--- src/rtl/mdu_pkg.sv ---
// mdu_pkg: shared types and helpers for the iterative RV32M/RV64M multiply/divide unit.
package mdu_pkg;

  // funct3 encodings of the M-extension instructions
  typedef enum logic [2:0] {
    OP_MUL    = 3'b000,
    OP_MULH   = 3'b001,
    OP_MULHSU = 3'b010,
    OP_MULHU  = 3'b011,
    OP_DIV    = 3'b100,
    OP_DIVU   = 3'b101,
    OP_REM    = 3'b110,
    OP_REMU   = 3'b111
  } mdu_op_t;

  // Control FSM states
  typedef enum logic [1:0] {
    IDLE = 2'd0,
    RUN  = 2'd1,
    FIX  = 2'd2,
    DONE = 2'd3
  } mdu_state_t;

  // rs1 is interpreted as two's complement for these ops
  function automatic logic is_signed_a(input mdu_op_t op);
    return (op == OP_MULH) || (op == OP_MULHSU) || (op == OP_DIV) || (op == OP_REM);
  endfunction

  // rs2 is interpreted as two's complement for these ops (MULHSU keeps rs2 unsigned)
  function automatic logic is_signed_b(input mdu_op_t op);
    return (op == OP_MULH) || (op == OP_DIV) || (op == OP_REM);
  endfunction

  // funct3[2] separates the divide family from the multiply family
  function automatic logic is_div_op(input mdu_op_t op);
    return op[2];
  endfunction

  // Within the divide family, funct3[1] selects the remainder
  function automatic logic is_rem_op(input mdu_op_t op);
    return op[2] & op[1];
  endfunction

endpackage

--- src/rtl/mdu_if.sv ---
// mdu_if: execute-stage handshake between the pipeline and the multiply/divide unit.
interface mdu_if
  import mdu_pkg::*;
#(
  parameter int XLEN = 32
);
  logic            startE;
  logic [2:0]      funct3E;
  logic [XLEN-1:0] SrcAE;
  logic [XLEN-1:0] SrcBE;
  logic            FlushE;
  logic            busyE;
  logic            doneE;
  logic [XLEN-1:0] ResultE;

  modport master (
    output startE, funct3E, SrcAE, SrcBE, FlushE,
    input  busyE, doneE, ResultE
  );

  modport slave (
    input  startE, funct3E, SrcAE, SrcBE, FlushE,
    output busyE, doneE, ResultE
  );

endinterface

--- src/rtl/mdu_divstep.sv ---
// mdu_divstep: one restoring-divide iteration producing a single quotient bit.
module mdu_divstep
  import mdu_pkg::*;
#(
  parameter int XLEN = 32
) (
  input  logic [XLEN-1:0] i_rem,
  input  logic            i_dividendBit,
  input  logic [XLEN-1:0] i_divisor,
  output logic [XLEN-1:0] o_rem,
  output logic            o_qBit
);

  logic [XLEN:0] w_shifted;
  logic [XLEN:0] w_diff;

  // Shift the next dividend bit in, trial-subtract, keep the difference only if it stayed non-negative
  always_comb begin
    w_shifted = {i_rem, i_dividendBit};
    w_diff    = w_shifted - {1'b0, i_divisor};
    o_qBit    = ~w_diff[XLEN];
    o_rem     = o_qBit ? w_diff[XLEN-1:0] : w_shifted[XLEN-1:0];
  end

endmodule

--- src/rtl/mdu.sv ---
// mdu: iterative multiply/divide unit (shift-add multiply, restoring divide) for the execute stage.
// Optional feature macro MDU_FAST_MUL_EN: multiplies use one combinational product and finish in one edge.
module mdu
  import mdu_pkg::*;
#(
  parameter int XLEN = 32
) (
  input  logic clk,
  input  logic reset,
  mdu_if.slave bus
);

  localparam int              CW      = $clog2(XLEN);
  localparam logic [XLEN-1:0] MIN_NEG = {1'b1, {(XLEN-1){1'b0}}};

  mdu_state_t        r_state;
  mdu_state_t        w_nextState;
  mdu_op_t           r_op;
  logic              r_signA;
  logic              r_signB;
  logic [XLEN-1:0]   r_operand;
  logic [2*XLEN-1:0] r_acc;
  logic [CW-1:0]     r_count;
  logic [XLEN-1:0]   r_result;

  mdu_op_t           w_op;
  logic              w_start;
  logic              w_signA;
  logic              w_signB;
  logic [XLEN-1:0]   w_magA;
  logic [XLEN-1:0]   w_magB;
  logic              w_divZero;
  logic              w_overflow;
  logic              w_special;
  logic [XLEN-1:0]   w_specialResult;

  logic [XLEN-1:0]   w_addend;
  logic [XLEN:0]     w_mulSum;
  logic [2*XLEN-1:0] w_mulNext;
  logic [XLEN-1:0]   w_divRem;
  logic              w_qBit;
  logic [2*XLEN-1:0] w_divNext;

  logic [2*XLEN-1:0] w_product;
  logic [XLEN-1:0]   w_quot;
  logic [XLEN-1:0]   w_rem;
  logic [XLEN-1:0]   w_fixResult;

  // A start is only taken when idle or just finished, and a flush in the same cycle cancels it
  assign w_start = ((r_state == IDLE) || (r_state == DONE)) && bus.startE && !bus.FlushE;

  // Decode the incoming op and turn signed operands into magnitudes
  always_comb begin
    w_op       = mdu_op_t'(bus.funct3E);
    w_signA    = is_signed_a(w_op) & bus.SrcAE[XLEN-1];
    w_signB    = is_signed_b(w_op) & bus.SrcBE[XLEN-1];
    w_magA     = w_signA ? -bus.SrcAE : bus.SrcAE;
    w_magB     = w_signB ? -bus.SrcBE : bus.SrcBE;
    w_divZero  = is_div_op(w_op) && (bus.SrcBE == '0);
    w_overflow = ((w_op == OP_DIV) || (w_op == OP_REM)) &&
                 (bus.SrcAE == MIN_NEG) && (&bus.SrcBE);
  end

`ifdef MDU_FAST_MUL_EN
  logic [2*XLEN-1:0] w_fastMag;
  logic [2*XLEN-1:0] w_fastProd;

  // Single-cycle product of the magnitudes, sign restored afterwards
  always_comb begin
    w_fastMag  = {{XLEN{1'b0}}, w_magA} * {{XLEN{1'b0}}, w_magB};
    w_fastProd = (w_signA ^ w_signB) ? -w_fastMag : w_fastMag;
  end
`endif

  // Ops whose result is known at start bypass the iteration and land in DONE directly
  always_comb begin
    w_special       = 1'b0;
    w_specialResult = '0;
    if (w_divZero) begin
      w_special       = 1'b1;
      w_specialResult = is_rem_op(w_op) ? bus.SrcAE : '1;
    end else if (w_overflow) begin
      w_special       = 1'b1;
      w_specialResult = is_rem_op(w_op) ? '0 : bus.SrcAE;
    end
`ifdef MDU_FAST_MUL_EN
    else if (!is_div_op(w_op)) begin
      w_special       = 1'b1;
      w_specialResult = (w_op == OP_MUL) ? w_fastProd[XLEN-1:0] : w_fastProd[2*XLEN-1:XLEN];
    end
`endif
  end

  // Shift-add multiply step: conditionally add the multiplicand to the upper half, then shift right
  always_comb begin
    w_addend  = r_acc[0] ? r_operand : '0;
    w_mulSum  = {1'b0, r_acc[2*XLEN-1:XLEN]} + {1'b0, w_addend};
    w_mulNext = {w_mulSum, r_acc[XLEN-1:1]};
  end

  mdu_divstep #(.XLEN(XLEN)) u_divstep (
    .i_rem         (r_acc[2*XLEN-1:XLEN]),
    .i_dividendBit (r_acc[XLEN-1]),
    .i_divisor     (r_operand),
    .o_rem         (w_divRem),
    .o_qBit        (w_qBit)
  );

  // Divide keeps the partial remainder high and shifts quotient bits in as the dividend shifts out
  assign w_divNext = {w_divRem, r_acc[XLEN-2:0], w_qBit};

  // Restore signs and pick the architectural result from the accumulator
  always_comb begin
    w_product   = (r_signA ^ r_signB) ? -r_acc : r_acc;
    w_quot      = (r_signA ^ r_signB) ? -r_acc[XLEN-1:0] : r_acc[XLEN-1:0];
    w_rem       = r_signA ? -r_acc[2*XLEN-1:XLEN] : r_acc[2*XLEN-1:XLEN];
    w_fixResult = w_rem;
    case (r_op)
      OP_MUL:                        w_fixResult = w_product[XLEN-1:0];
      OP_MULH, OP_MULHSU, OP_MULHU:  w_fixResult = w_product[2*XLEN-1:XLEN];
      OP_DIV, OP_DIVU:               w_fixResult = w_quot;
      default:                       w_fixResult = w_rem;
    endcase
  end

  // State register
  always_ff @(posedge clk or negedge reset) begin
    if (!reset) r_state <= IDLE;
    else        r_state <= w_nextState;
  end

  // Next-state logic; a flush overrides everything and returns to IDLE
  always_comb begin
    w_nextState = r_state;
    case (r_state)
      IDLE, DONE: begin
        if (w_start) w_nextState = w_special ? DONE : RUN;
        else         w_nextState = IDLE;
      end
      RUN:     if (r_count == CW'(XLEN-1)) w_nextState = FIX;
      FIX:     w_nextState = DONE;
      default: w_nextState = IDLE;
    endcase
    if (bus.FlushE) w_nextState = IDLE;
  end

  // Datapath registers: latch operands at start, iterate in RUN, commit the result entering DONE
  always_ff @(posedge clk or negedge reset) begin
    if (!reset) begin
      r_op      <= OP_MUL;
      r_signA   <= 1'b0;
      r_signB   <= 1'b0;
      r_operand <= '0;
      r_acc     <= '0;
      r_count   <= '0;
      r_result  <= '0;
    end else if (w_start) begin
      r_op    <= w_op;
      r_signA <= w_signA;
      r_signB <= w_signB;
      r_count <= '0;
      if (is_div_op(w_op)) begin
        r_operand <= w_magB;
        r_acc     <= {{XLEN{1'b0}}, w_magA};
      end else begin
        r_operand <= w_magA;
        r_acc     <= {{XLEN{1'b0}}, w_magB};
      end
      if (w_special) r_result <= w_specialResult;
    end else if ((r_state == RUN) && !bus.FlushE) begin
      r_acc   <= is_div_op(r_op) ? w_divNext : w_mulNext;
      r_count <= r_count + CW'(1);
    end else if ((r_state == FIX) && !bus.FlushE) begin
      r_result <= w_fixResult;
    end
  end

  // Handshake outputs decoded from the state register
  always_comb begin
    bus.busyE   = (r_state == RUN) || (r_state == FIX);
    bus.doneE   = (r_state == DONE);
    bus.ResultE = r_result;
  end

endmodule

--- src/flat_wrapper.sv ---
// flat-port wrapper written by rule: the top's interface ports become plain ports
module mdu_flat import mdu_pkg::*;
#(
  parameter int XLEN = 32
)
  (clk, reset, bus_startE, bus_funct3E, bus_SrcAE, bus_SrcBE, bus_FlushE, bus_busyE, bus_doneE, bus_ResultE);
  mdu_if #(.XLEN(XLEN)) bus_i ();
  input  logic clk;
  input  logic reset;
  input wire logic [$bits(bus_i.startE)-1:0] bus_startE;
  input wire logic [$bits(bus_i.funct3E)-1:0] bus_funct3E;
  input wire logic [$bits(bus_i.SrcAE)-1:0] bus_SrcAE;
  input wire logic [$bits(bus_i.SrcBE)-1:0] bus_SrcBE;
  input wire logic [$bits(bus_i.FlushE)-1:0] bus_FlushE;
  output wire logic [$bits(bus_i.busyE)-1:0] bus_busyE;
  output wire logic [$bits(bus_i.doneE)-1:0] bus_doneE;
  output wire logic [$bits(bus_i.ResultE)-1:0] bus_ResultE;
  assign bus_i.startE = bus_startE;
  assign bus_i.funct3E = bus_funct3E;
  assign bus_i.SrcAE = bus_SrcAE;
  assign bus_i.SrcBE = bus_SrcBE;
  assign bus_i.FlushE = bus_FlushE;
  assign bus_busyE = bus_i.busyE;
  assign bus_doneE = bus_i.doneE;
  assign bus_ResultE = bus_i.ResultE;
  mdu #(.XLEN(XLEN)) u_core (.clk(clk), .reset(reset), .bus(bus_i));
endmodule
--- config.mk ---
export PLATFORM = sky130hd
export DESIGN_NAME = mdu_flat
export DESIGN_NICKNAME = d
export VERILOG_FILES = /design/src/rtl/mdu_pkg.sv /design/src/rtl/mdu_if.sv /design/src/rtl/mdu_divstep.sv /design/src/rtl/mdu.sv /design/src/flat_wrapper.sv
export SDC_FILE = /design/constraint.sdc
export NUM_CORES = 1
export LEC_CHECK = 0
export BUFFER_PORTS_ARGS = -buffer_cell sky130_fd_sc_hd__buf_2
export CAP_MARGIN = 20
export CORE_MARGIN = 2
export CORE_UTILIZATION = 45
export CTS_BUF_LIST = sky130_fd_sc_hd__clkbuf_2 sky130_fd_sc_hd__clkbuf_4 sky130_fd_sc_hd__clkbuf_8
export DETAILED_ROUTE_END_ITERATION = 10
export GPL_ROUTABILITY_DRIVEN = 0
export HOLD_SLACK_MARGIN = 0.1
export PLACE_DENSITY_LB_ADDON = 0.05
export SLEW_MARGIN = 40
export SYNTH_ARGS = -nofsm -noshare
export SYNTH_HDL_FRONTEND = slang
export SYNTH_SLANG_ARGS = --single-unit
--- constraint.sdc ---
create_clock -name clk -period 5.12 [get_ports clk]
set_clock_uncertainty 0.05 [all_clocks]
set_input_delay 0.512 -clock clk [delete_from_list [all_inputs] [get_ports clk]]
set_output_delay 0.512 -clock clk [all_outputs]
set_load 0.02 [all_outputs]
==> qor.yml <==
worst_setup_path:
  r2r-start: "u_core.r_acc[31]"
  worst_setup_path_start_kind: "register"
  r2r_cells: 14
  worstSetupEndpointType: "register"
  reg2reg_slack_ps: 860
  crit_fanout: 16
  rr_endpoint: "u_core.r_acc[46]"
  required_ps: 5440
  arrival_ps: 4580
  crit_type: "register to register"
clocking:
  h-tree-depth: 4
  path_clk_slew_ps: 80
  clock-sinks: 140
  cts_resized: 0
  cts_buffer_depth: 2
  clockRootBuffer: "clkbuf_8"
  cts_tree: "done"
  cts_buffers: 17
  insertion_delay_ps: 510
synthesis:
  ys_seq_area_share_pct: 23.7
  synthArstFlopShare_pct: 100
  yosysMostFrequentCell: "nand2_1"
  synth_cell_types: 77
  synth_area_leaders: "dfrtp_1, xnor2_1, o21ai_0"
  synth_ff_type: "dfrtp_1"
  synth_fp_nets: 2131
  syn_area_per_cell_sq_um: 7.45
  ys_ff_latch: 140
  yosysTopAreaCell: "dfrtp_1"
  synth.cell_area_sq_mm: 0.0148
  yosysTopAreaCellShare_pct: 23.7
  synth-edff-count: 0
  yosys-top-cells-count: "nand2_1, o21ai_0, nor2_1"
  syn_inst: 1984
  ys_warn_count: 0
finish:
  area_delta_synth_final_pct: 8.58
  fin_nets: 2144
  drive_gt1_share_pct: 10.3
  num_antenna_cells: 0
  final_util_pct: 49.4
grt:
  grt_start_max_net_pins: 98
  grt_pass1_vias: 14400
  gr-total-overflow: 0
  grt_antenna_before_repair: 3
  grt_pass1_wl_mm: 89.9
  grt_usage_pct: 35.3
sta:
  fin_crit_sh_pct: 83.3
  worst_pin_slew_ps: 852
  rsz0062_at_grt: "no"
  hold_violations: 0
  fmax_mhz: 235
  slew_headroom_pct: 43.1
  setup_viol: 0
  min_period_ps: 4260
  finalMaxSlewViolations: 0
  setup_tns_ps: 0
route:
  first_pass_iters: 10
  num_vias: 15600
  vias_per_cell: 6.38
  drtAntennaViolNets: 0
  drt_iter0_drc: 1901
  wl_per_cell_um: 24.4
  drc_errors: 0
  wirelength_mm: 59.7
pwr:
  p_leak_nw: 6.95
  power.total_mw: 11.5
  ir_drop_mv: 0.388
  p_per_area_mw_per_mm2: 718
floorplanning:
  fp.dieW_um: 185
  initial_core_util_pct: 45.5
  die_h_um: 185
  fp.coreArea_sq_mm: 0.0325
  die_area_sq_mm: 0.0343
  rows: 66
  io_pins: 105
run:
  max-cap-violations: 0
placed_design:
  portBuffers: 104
  hpwl_mm: 45.1
hold_path:
  hold_end: "u_core.r_op[1]"
  hold_depth: 3
  hp-class: "input port to register"
  worstHoldStart: "bus_funct3E[1]"
outcome:
  status: "completed"
cells by family (layout without fill, tap and decap cells):
group	Yosys count	in the layout	share of synthesized area, %
and+or+nand+nor	630	630	20.1
DFF	140	140	23.7
muxes	61	61	4.21
AOI/OAI and AO/OA	668	668	28.2
buffers and inverters	212	237	5.54
xor gates and xnor gates	197	197	11.7
adders and majority gates	76	76	6.54
per-layer routing:
layer / vias up / routed length [um] / global-route usage, %
met5: - / 23 / 0
met4: 4 / 2040 / 11.9
met3: 113 / 6470 / 9.75
li1: 7206 / - / -
met2: 840 / 25300 / 52.4
met1: 7471 / 25800 / 49.1
where the power goes:
group          leakage (nW)  internal [mW]  switching (mW)
registers              1.77           1.58           0.893
clock network         0.206          0.501           0.490
logic                  4.98           3.11            4.94
total                  6.95           5.19            6.33
layout by cell type, fill, tap and decap left out, types with 13 or more instances in the layout:
master / count
inv_1: 64
buf_2: 102
ha_1: 74
a31oi_1: 27
a211oi_1: 21
nand2b_1: 21
nor4_1: 13
a21o_1: 38
xor2_1: 86
o21ai_1: 22
o211ai_1: 63
o22ai_1: 15
xnor2_1: 108
o31ai_1: 24
o21ai_0: 185
nand2_1: 206
nand3_1: 30
a21oi_1: 167
nor2b_1: 20
clkbuf_8: 18
nor2_1: 184
nand4_1: 18
or3_1: 17
mux2i_1: 52
a222oi_1: 16
dfrtp_1: 139
nor3_1: 50
buf_4: 36
layout make-up:
cell class	instances	area, sq um
clock buffer	20	263
timing repair buffer	142	833
clock inverter	11	143
multi-input combinational	1632	10500
tap	442	553
inverter	64	240
fill	3282	16400
sequential	140	3500
flip-flops by register name, indices dropped and copies added (netlist names):
| register | flops |
|---|---|
| u_core.r_state | 2 |
| u_core.r_signA | 1 |
| u_core.bus.ResultE | 32 |
| u_core.r_count | 5 |
| u_core.r_operand | 32 |
| u_core.r_signB | 1 |
| u_core.r_acc | 64 |
| u_core.r_op | 3 |
metrics by stage:
step / hold WS (ps) / cell area, sq um / setup WS [ps] / std cells
4_1_cts: 207 / 16000 / 848 / 2451
3_3_place_gp: 396 / 15600 / 948 / 2419
3_5_place_dp: 401 / 15600 / 864 / 2419
6_report: 240 / 16000 / 856 / 2451
2_1_floorplan: 166 / 14800 / 1260 / 1984
5_1_grt: 243 / 16000 / 541 / 2451
worst max-delay path by stage:
stage	startpoint	end	slack (ps)
finish	u_core.r_acc[31]	u_core.r_acc[46]	860
global route	u_core.r_acc[31]	u_core.r_acc[46]	540
CTS	u_core.r_acc[31]	u_core.r_acc[46]	850
detailed placement	bus_SrcAE[9]	u_core.bus.ResultE[1]	860
global placement	bus_SrcAE[0]	u_core.bus.ResultE[1]	950
floorplan	u_core.r_acc[31]	u_core.r_acc[53]	1260
worst max-delay path: stages (launching register included):
cell and delay, ps:
dfrtp_1 500, inv_1 150, ha_1 250, fa_1 400
nor2b_1 170, o31ai_1 120, a211oi_1 320, o21ai_1 240
o31a_1 350, o41ai_1 450, xnor2_2 180, buf_4 280
mux2_2 360, a211oi_1 240, nor3_1 70
what timing repair did:
item / in CTS / in global routing
hold buffers: 1 / 0
endpoints found under the hold margin: 49 / 0
setup buffers: 0 / 0
endpoints found under the setup margin: 0 / 0
Note: power is estimated with default switching activity, not from simulation.
